$ cat src/rtl/uart_irq_pkg.sv
// Shared types and constants for the UART interrupt scheduler.
// Build option: UART_IRQ_RR_EN selects round-robin arbitration instead of fixed priority.
package uart_irq_pkg;

   typedef enum logic [1:0] {
      IDLE = 2'd0,
      REQ  = 2'd1,
      HOLD = 2'd2
   } state_t;

   localparam int SRC_TXTHR = 0;
   localparam int SRC_RXTHR = 1;
   localparam int SRC_PE    = 2;
   localparam int SRC_FRE   = 3;
   localparam int SRC_RXOV  = 4;

   localparam int NSRC_DEF  = 5;

endpackage

$ cat src/rtl/uart_irq_pick.sv
// Combinational winner select over the pending bits.
// Build option: UART_IRQ_RR_EN -> search starts at ptr_i and wraps; otherwise highest index wins
// and ptr_i is ignored.
module uart_irq_pick
   import uart_irq_pkg::*;
#(
   parameter int NSRC = NSRC_DEF,
   parameter int IDW  = 3
) (
   input  logic [NSRC-1:0] pend_i,
   input  logic [IDW-1:0]  ptr_i,
   output logic            valid_o,
   output logic [IDW-1:0]  id_o
);

`ifdef UART_IRQ_RR_EN
   logic            found;
   int              idx;
   logic [NSRC-1:0] rot;

   // Walk the sources starting at the pointer; the first pending one found wins.
   always_comb begin
      valid_o = |pend_i;
      id_o    = '0;
      found   = 1'b0;
      idx     = 0;
      rot     = '0;
      for (int k = 0; k < NSRC; k++) begin
         idx = int'(ptr_i) + k;
         if (idx >= NSRC) begin
            idx = idx - NSRC;
         end
         rot = pend_i >> idx;
         if (!found && rot[0]) begin
            found = 1'b1;
            id_o  = IDW'(idx);
         end
      end
   end
`else
   logic unused_ptr;
   assign unused_ptr = ^ptr_i;

   // Scan upward so the highest pending index overwrites any lower one.
   always_comb begin
      valid_o = |pend_i;
      id_o    = '0;
      for (int i = 0; i < NSRC; i++) begin
         if (pend_i[i]) begin
            id_o = IDW'(i);
         end
      end
   end
`endif

endmodule

$ cat src/rtl/uart_irq_scheduler.sv
// Turns masked UART interrupt source edges into sticky pending bits and presents them one at a
// time on a single CPU interrupt line, with a hold-off gap after each acknowledge.
// Build option: UART_IRQ_RR_EN enables round-robin arbitration with a rotating pointer.
module uart_irq_scheduler
   import uart_irq_pkg::*;
#(
   parameter int NSRC    = NSRC_DEF,
   parameter int IDW     = 3,
   parameter int HOLDOFF = 2
) (
   input  logic            pclk,
   input  logic            preset,
   input  logic [NSRC-1:0] src_i,
   input  logic            irq_ack_i,
   input  logic            lost_clr_i,
   output logic            irq_o,
   output logic [IDW-1:0]  irq_id_o,
   output logic [NSRC-1:0] pend_o,
   output logic [NSRC-1:0] lost_o,
   output logic            busy_o
);

   // A zero-width counter is illegal, so HOLDOFF=0 still gets one (never loaded) bit.
   localparam int            CW        = (HOLDOFF > 0) ? $clog2(HOLDOFF + 1) : 1;
   localparam logic [CW-1:0] HOLD_LOAD = CW'((HOLDOFF > 0) ? (HOLDOFF - 1) : 0);

   logic [NSRC-1:0] src_q;
   logic [NSRC-1:0] pend_q, pend_d;
   logic [NSRC-1:0] lost_q, lost_d;
   logic [NSRC-1:0] edge_det;
   logic [NSRC-1:0] clr_mask;
   logic            ack_take;

   state_t          state_q, state_d;
   logic            irq_q, irq_d;
   logic [IDW-1:0]  id_q, id_d;
   logic            busy_q, busy_d;
   logic [CW-1:0]   cnt_q, cnt_d;
   logic [IDW-1:0]  ptr_q, ptr_d;

   logic            pick_valid;
   logic [IDW-1:0]  pick_id;

   uart_irq_pick #(
      .NSRC (NSRC),
      .IDW  (IDW)
   ) u_pick (
      .pend_i  (pend_q),
      .ptr_i   (ptr_q),
      .valid_o (pick_valid),
      .id_o    (pick_id)
   );

   // Pending bits: a fresh edge beats a same-cycle ack clear, and an edge landing on a bit that
   // stays pending is recorded as lost; a new loss also beats lost_clr_i.
   always_comb begin
      edge_det = src_i & ~src_q;
      ack_take = (state_q == REQ) && irq_ack_i;
      clr_mask = ack_take ? (NSRC'(1) << id_q) : '0;
      pend_d   = (pend_q & ~clr_mask) | edge_det;
      lost_d   = (lost_clr_i ? '0 : lost_q) | (edge_det & pend_q & ~clr_mask);
   end

   // Next-state logic for the grant FSM, its hold-off counter and the round-robin pointer.
   always_comb begin
      state_d = state_q;
      irq_d   = irq_q;
      id_d    = id_q;
      cnt_d   = cnt_q;
      ptr_d   = ptr_q;
      case (state_q)
         IDLE: begin
            if (pick_valid) begin
               id_d    = pick_id;
               irq_d   = 1'b1;
               state_d = REQ;
            end
         end
         REQ: begin
            if (irq_ack_i) begin
               irq_d = 1'b0;
`ifdef UART_IRQ_RR_EN
               ptr_d = (id_q == IDW'(NSRC - 1)) ? '0 : id_q + 1'b1;
`endif
               if (HOLDOFF == 0) begin
                  state_d = IDLE;
               end else begin
                  state_d = HOLD;
                  cnt_d   = HOLD_LOAD;
               end
            end
         end
         HOLD: begin
            if (cnt_q == '0) begin
               state_d = IDLE;
            end else begin
               cnt_d = cnt_q - 1'b1;
            end
         end
         default: state_d = IDLE;
      endcase
      busy_d = (state_d != IDLE);
   end

   // Edge history and the pending/lost registers.
   always_ff @(posedge pclk) begin
      if (preset) begin
         src_q  <= '0;
         pend_q <= '0;
         lost_q <= '0;
      end else begin
         src_q  <= src_i;
         pend_q <= pend_d;
         lost_q <= lost_d;
      end
   end

   // Grant FSM with registered outputs; reset aborts any grant in flight.
   always_ff @(posedge pclk) begin
      if (preset) begin
         state_q <= IDLE;
         irq_q   <= 1'b0;
         id_q    <= '0;
         busy_q  <= 1'b0;
         cnt_q   <= '0;
         ptr_q   <= '0;
      end else begin
         state_q <= state_d;
         irq_q   <= irq_d;
         id_q    <= id_d;
         busy_q  <= busy_d;
         cnt_q   <= cnt_d;
         ptr_q   <= ptr_d;
      end
   end

   assign irq_o    = irq_q;
   assign irq_id_o = id_q;
   assign pend_o   = pend_q;
   assign lost_o   = lost_q;
   assign busy_o   = busy_q;

endmodule
$ cat config.mk
export PLATFORM = sky130hd
export DESIGN_NAME = uart_irq_scheduler
export DESIGN_NICKNAME = d
export VERILOG_FILES = /design/src/rtl/uart_irq_pkg.sv /design/src/rtl/uart_irq_pick.sv /design/src/rtl/uart_irq_scheduler.sv
export SDC_FILE = /design/constraint.sdc
export NUM_CORES = 1
export LEC_CHECK = 0
export ABC_AREA = 1
export CORE_AREA = 2 2 51 76
export DETAILED_ROUTE_END_ITERATION = 10
export DIE_AREA = 0 0 53 78
export DONT_BUFFER_PORTS = 1
export PLACE_DENSITY = 0.45
export SYNTH_ARGS = -nofsm -noshare
export SYNTH_HDL_FRONTEND = slang
export SYNTH_SLANG_ARGS = --single-unit
$ cat constraint.sdc
create_clock -name pclk -period 1.05 [get_ports pclk]
set_clock_uncertainty 0.1 [all_clocks]
set_input_delay 0.21 -clock pclk [delete_from_list [all_inputs] [get_ports pclk]]
set_output_delay 0.21 -clock pclk [all_outputs]
set_load 0.05 [all_outputs]
# Word level (Yosys, flattened, before mapping)
# Index checks and enable logic that the tools add are counted.
# word_totals
word_cells,49
output_inout_bits,15
ff_bits,24
# op_classes
addsub,1
reduce_logical,10
n_eq_ne,5
n_mux,16
n_shift,1
bitwise_logic,8
# op_table
operator,count
5-bit AND,4
2-bit 2-to-1 mux,7
5-bit 2-to-1 mux,2
5-bit NOT,2
5-bit bitwise OR,2
2-bit != test (second input constant),3
2-bit case mux with 3 select lines,1
3-bit AND reduction,2
2-bit nonzero test,3
5-bit OR reduction,1
1-bit by 3-bit << shifter with 5-bit output (first input constant),1
2-bit zero test,2
2-bit case mux with 2 select lines,1
1-bit 2-to-1 mux,3
3-bit 2-to-1 mux,1
2-bit by 1-bit == test with 1-bit output (second input constant),1
2-bit == test (second input constant),1
1-bit case mux with 2 select lines,1
2-bit AND reduction,1
2-bit by 1-bit subtractor with 2-bit output (second input constant),1
1-bit logical AND,1

# Depth between registers and ports, before layout
# depth
word_depth,6
mapped_depth,8
ltp_nobuf,8

# Modules after synthesis
# Synthesis repeated with hierarchy kept, for this count alone.
# hier_totals
hier_cells,145
hier_area_um2,988.4
# by_module_without_submodules
module,cells_per_inst,n_inst,area_per_inst_um2
uart_irq_scheduler,136,1,942.2
uart_irq_pick,9,1,46.3

# Least setup slack after synthesis
# No wires, ideal clock.
# synth_path
kind,register to register
startpoint,"register id_q[0], in the netlist irq_id_o[0]"
endpoint,"register pend_q[2], in the netlist pend_o[2]"
path_stages_with_launch,7
slack_ns,-0.277
required_ns,0.880
t_arrival_ns,1.158
period_less_slack_ns,1.327
path_buffers,0
cell_sequence,dfxtp_1 inv_1 nand2_1 nor2_1 nand2_1 nand2_1 a21oi_1
# synth_between
elab_chain_cells,5
# synth_lines
element,line_no,rtl
from (decl),uart_irq_scheduler.sv:36,"logic [IDW-1:0] id_q, id_d;"
from (signal assigned),uart_irq_scheduler.sv:130,id_q <= id_d;
1-bit by 3-bit << shifter with 5-bit output,uart_irq_scheduler.sv:59,clr_mask = ack_take ? (NSRC'(1) << id_q) : '0;
5-bit 2-to-1 mux,uart_irq_scheduler.sv:59,
5-bit NOT,uart_irq_scheduler.sv:60,pend_d = (pend_q & ~clr_mask) | edge_det;
5-bit AND,uart_irq_scheduler.sv:60,
5-bit bitwise OR,uart_irq_scheduler.sv:60,
to (signal assigned),uart_irq_scheduler.sv:113,pend_q <= pend_d;
to (decl),uart_irq_scheduler.sv:28,"logic [NSRC-1:0] pend_q, pend_d;"
# Every way passes these cells.
# A chain may end at the register's enable or synchronous reset.

# Worst setup path after layout
# layout_path
startpoint,"register pend_q[2], in the netlist pend_o[2]"
endpoint,output port pend_o[2]
# layout_rtl
element,line_no,rtl
to (decl),uart_irq_scheduler.sv:18,"output logic [NSRC-1:0] pend_o,"
# No word-level cell between the ends.

==> impl_results.md <==
- Status: complete, but fails checks
- Failing checks: setup timing
- Share of layout cells above drive strength 1: 50.83%
- Gr ovfl total: 0
- Worst hold-check path type: input pin to flop
- Initial antenna violation count: 0
- CP arrival: 880 ps
- Starting Density: 29.41%
- Post-DP HPWL: 1871 um
- Worst setup margin: -137.9 ps
- R2R Path End: irq_id_o[0]$_SDFFE_PP0P_
- Synth warn: 0
- Synth Instances: 145
- H-tree depth: 1
- Die Span Y: 78 um
- Reg2Reg Setup Slack: -70 ps
- CTS tree: done
- Worst Tran Pin Value: 578.6 ps
- Vias: 1015
- Syn nets: 155
- Number of synthesized flops with an enable pin: 0
- Worst r2r src: pend_o[2]$_SDFF_PP0_
- Final core area utilization: 49.89%
- Die Footprint: 4134 um^2
- Syn avg cell area: 6.929 um^2
- Top cells by count, synth: nand2_1 (37), nor2_1 (25), dfxtp_1 (24), inv_1 (22), a21oi_1 (13)
- Vias/cell: 4.552
- Crit Path Class: flop to output port
- Filler cells: 365
- WP data required: 740 ps
- Pwr Total: 2.619 mW
- Synth-to-layout area growth: 69.61%
- Async set or reset register ratio after synthesis: 0%
- Crit-path max FO: 2
- Number of global-route vias before repair: 1012
- Worst setup EP type: output port
- Hold WS: 61.13 ps
- N_diodes: 0
- Achievable clock frequency: 0.8418 GHz
- Initial DRC Count: 14
- Multi-input logic area: 531.8 um^2
- Max Cap Violations: 0
- Clk sinks: 24
- Slew Viols, Final: 0
- Synth area leader: dfxtp_1
- Register area share after synthesis: 47.82%
- Root Buffer: clkbuf_8
- Tcrit/Tclk final: 113.1%
- Count leader, synth: nand2_1
- Worst VDD drop: 0.9705 mV
- Routed len/inst: 11.91 um
- Synth unique cells: 15
- 1st-pass router iterations: 4
- Row cnt: 26
- Final hold violation count: 0
- Largest net degree at the start of global routing: 16
- Pwr dens: 1537 nW/um^2
- Post-Route WL: 2656 um
- Final setup viols: 31
- Pleak: 0.7744 nW
- Core area: 3416 um^2
- Bufs on Longest Clock Path: 2
- Sequential cell area: 524.3 um^2
- Yosys top cell area share: 47.82%
- GRT Total Usage: 14.22%
- Final ANT Viol Nets: 0
- # nets final: 192
- Shortest period the worst path allows: 1188 ps
- DRC viols: 0
- Reg2reg path depth: 7
- Worst Hold Launch: lost_clr_i
- Cts bufs inserted: 3
- Main area contributors after synthesis: dfxtp_1 (48%), nand2_1 (14%), nor2_1 (9.3%)
- Gpl congestion: 0.7776
- First-pass GRT wire length: 4319 um
- Slew HR: 61.43%
- Hold EP: lost_o[3]$_SDFF_PP0_
- WHS Path Cells: 3
- Top Ports: 24
- RSZ-0062 raised after global routing: true
- #FFs+latches synth: 24
- Synth Flop Type: dfxtp_1
- Reg clk slew, reported paths: 80 ps
- Clock Latency Late Sink: 270 ps
- PortBufs: 0
- Die width: 53 um
- Cell Area, Synth: 1005 um^2
- Startpoint Class: flop
-- where the power goes --
group / total, mW / switching, mW / internal [mW] / leakage (nW)
clock: 0.634 / 0.299 / 0.335 / 0.0288
sequential: 1.10 / 0.0980 / 1.01 / 0.207
combinational: 0.881 / 0.484 / 0.397 / 0.538
total: 2.62 / 0.881 / 1.74 / 0.774
-- how the worst max path moves through the flow --
stage,start,end,cells after the start
detailed placement,cnt_q[0]$_SDFFE_PP0P_,cnt_q[1]$_SDFFE_PP0P_,5
finish,pend_o[2]$_SDFF_PP0_,pend_o[2],2
floorplan,pend_o[2]$_SDFF_PP0_,busy_o$_SDFF_PP0_,6
CTS,pend_o[2]$_SDFF_PP0_,pend_o[2],2
global route,pend_o[4]$_SDFF_PP0_,pend_o[4],2
global placement,pend_o[0]$_SDFF_PP0_,irq_id_o[1]$_SDFFE_PP0P_,6
-- worst max-delay path, cell delays in order, from the launching register on --
cell     delay [ps]
dfxtp_4         360
buf_6           110
buf_8           140
-- per-layer routing --
layer / GRT usage (%) / vias up / share of wire (%)
met3: 3.462 / 11 / 5.2
met1: 14.16 / 466 / 34
met2: 24.88 / 31 / 56
met4: 9.231 / 0 / 4.1
li1: - / 507 / -
met5: 0 / - / 0
-- registers in the layout, indices dropped and copies added, names as in the netlist --
signal,cells
src_q,5
busy_o,1
irq_id_o,3
lost_o,5
pend_o,5
state_q,2
irq_o,1
cnt_q,2
-- layout by cell type (no fill, tap or decap), drive strengths merged --
cell type     netlist  routed
nor3                3       3
dlygate4sd3         0       5
o21ai               2       2
nand2              40      40
dfxtp              24      24
or2                 5       5
buf                 3      29
inv                24      24
a21oi              13      13
nand3               4       4
clkbuf              0       4
ha                  1       1
dlymetal6s4s        0       1
nor2               26      26
-- kinds of logic (layout without fill, tap and decap cells) --
kind of cell | Yosys count | in the layout | share of synthesized area, %
AND/OR/NAND/NOR | 78 | 78 | 32.75
buffers and inverters | 27 | 63 | 10.71
flip-flops | 24 | 24 | 47.82
AO/OA/AOI/OAI | 15 | 15 | 7.472
adder cells (fa/ha/maj) | 1 | 1 | 1.245
-- what timing repair did --
item,in CTS,in global routing
gates resized for setup,59,18
endpoints found under the setup margin,33,38
pin swaps,21,10
hold buffers,6,0
setup buffers,7,2
endpoints found under the hold margin,16,0
-- cell type report --
class | instances | share of cell area [%]
Clock buffer | 4 | 3.231
Multi-Input combinational cell | 94 | 31.20
Tap cell | 42 | 3.084
Inverter | 24 | 5.433
Sequential cell | 24 | 30.76
Timing Repair Buffer | 35 | 26.28
-- through the flow --
stage	std cells	setup slack, ps	instance area, um^2	setup TNS, ps
6_report	223	-137.9	1704	-1625
5_1_grt	223	-167.8	1704	-3107
4_1_cts	222	-141.7	1639	-2870
3_5_place_dp	205	-94.76	1311	-707.8
3_3_place_gp	205	-50.68	1311	-348.8
2_1_floorplan	145	-41.53	1031	-145.6
Power figures use the tool's default switching activity.
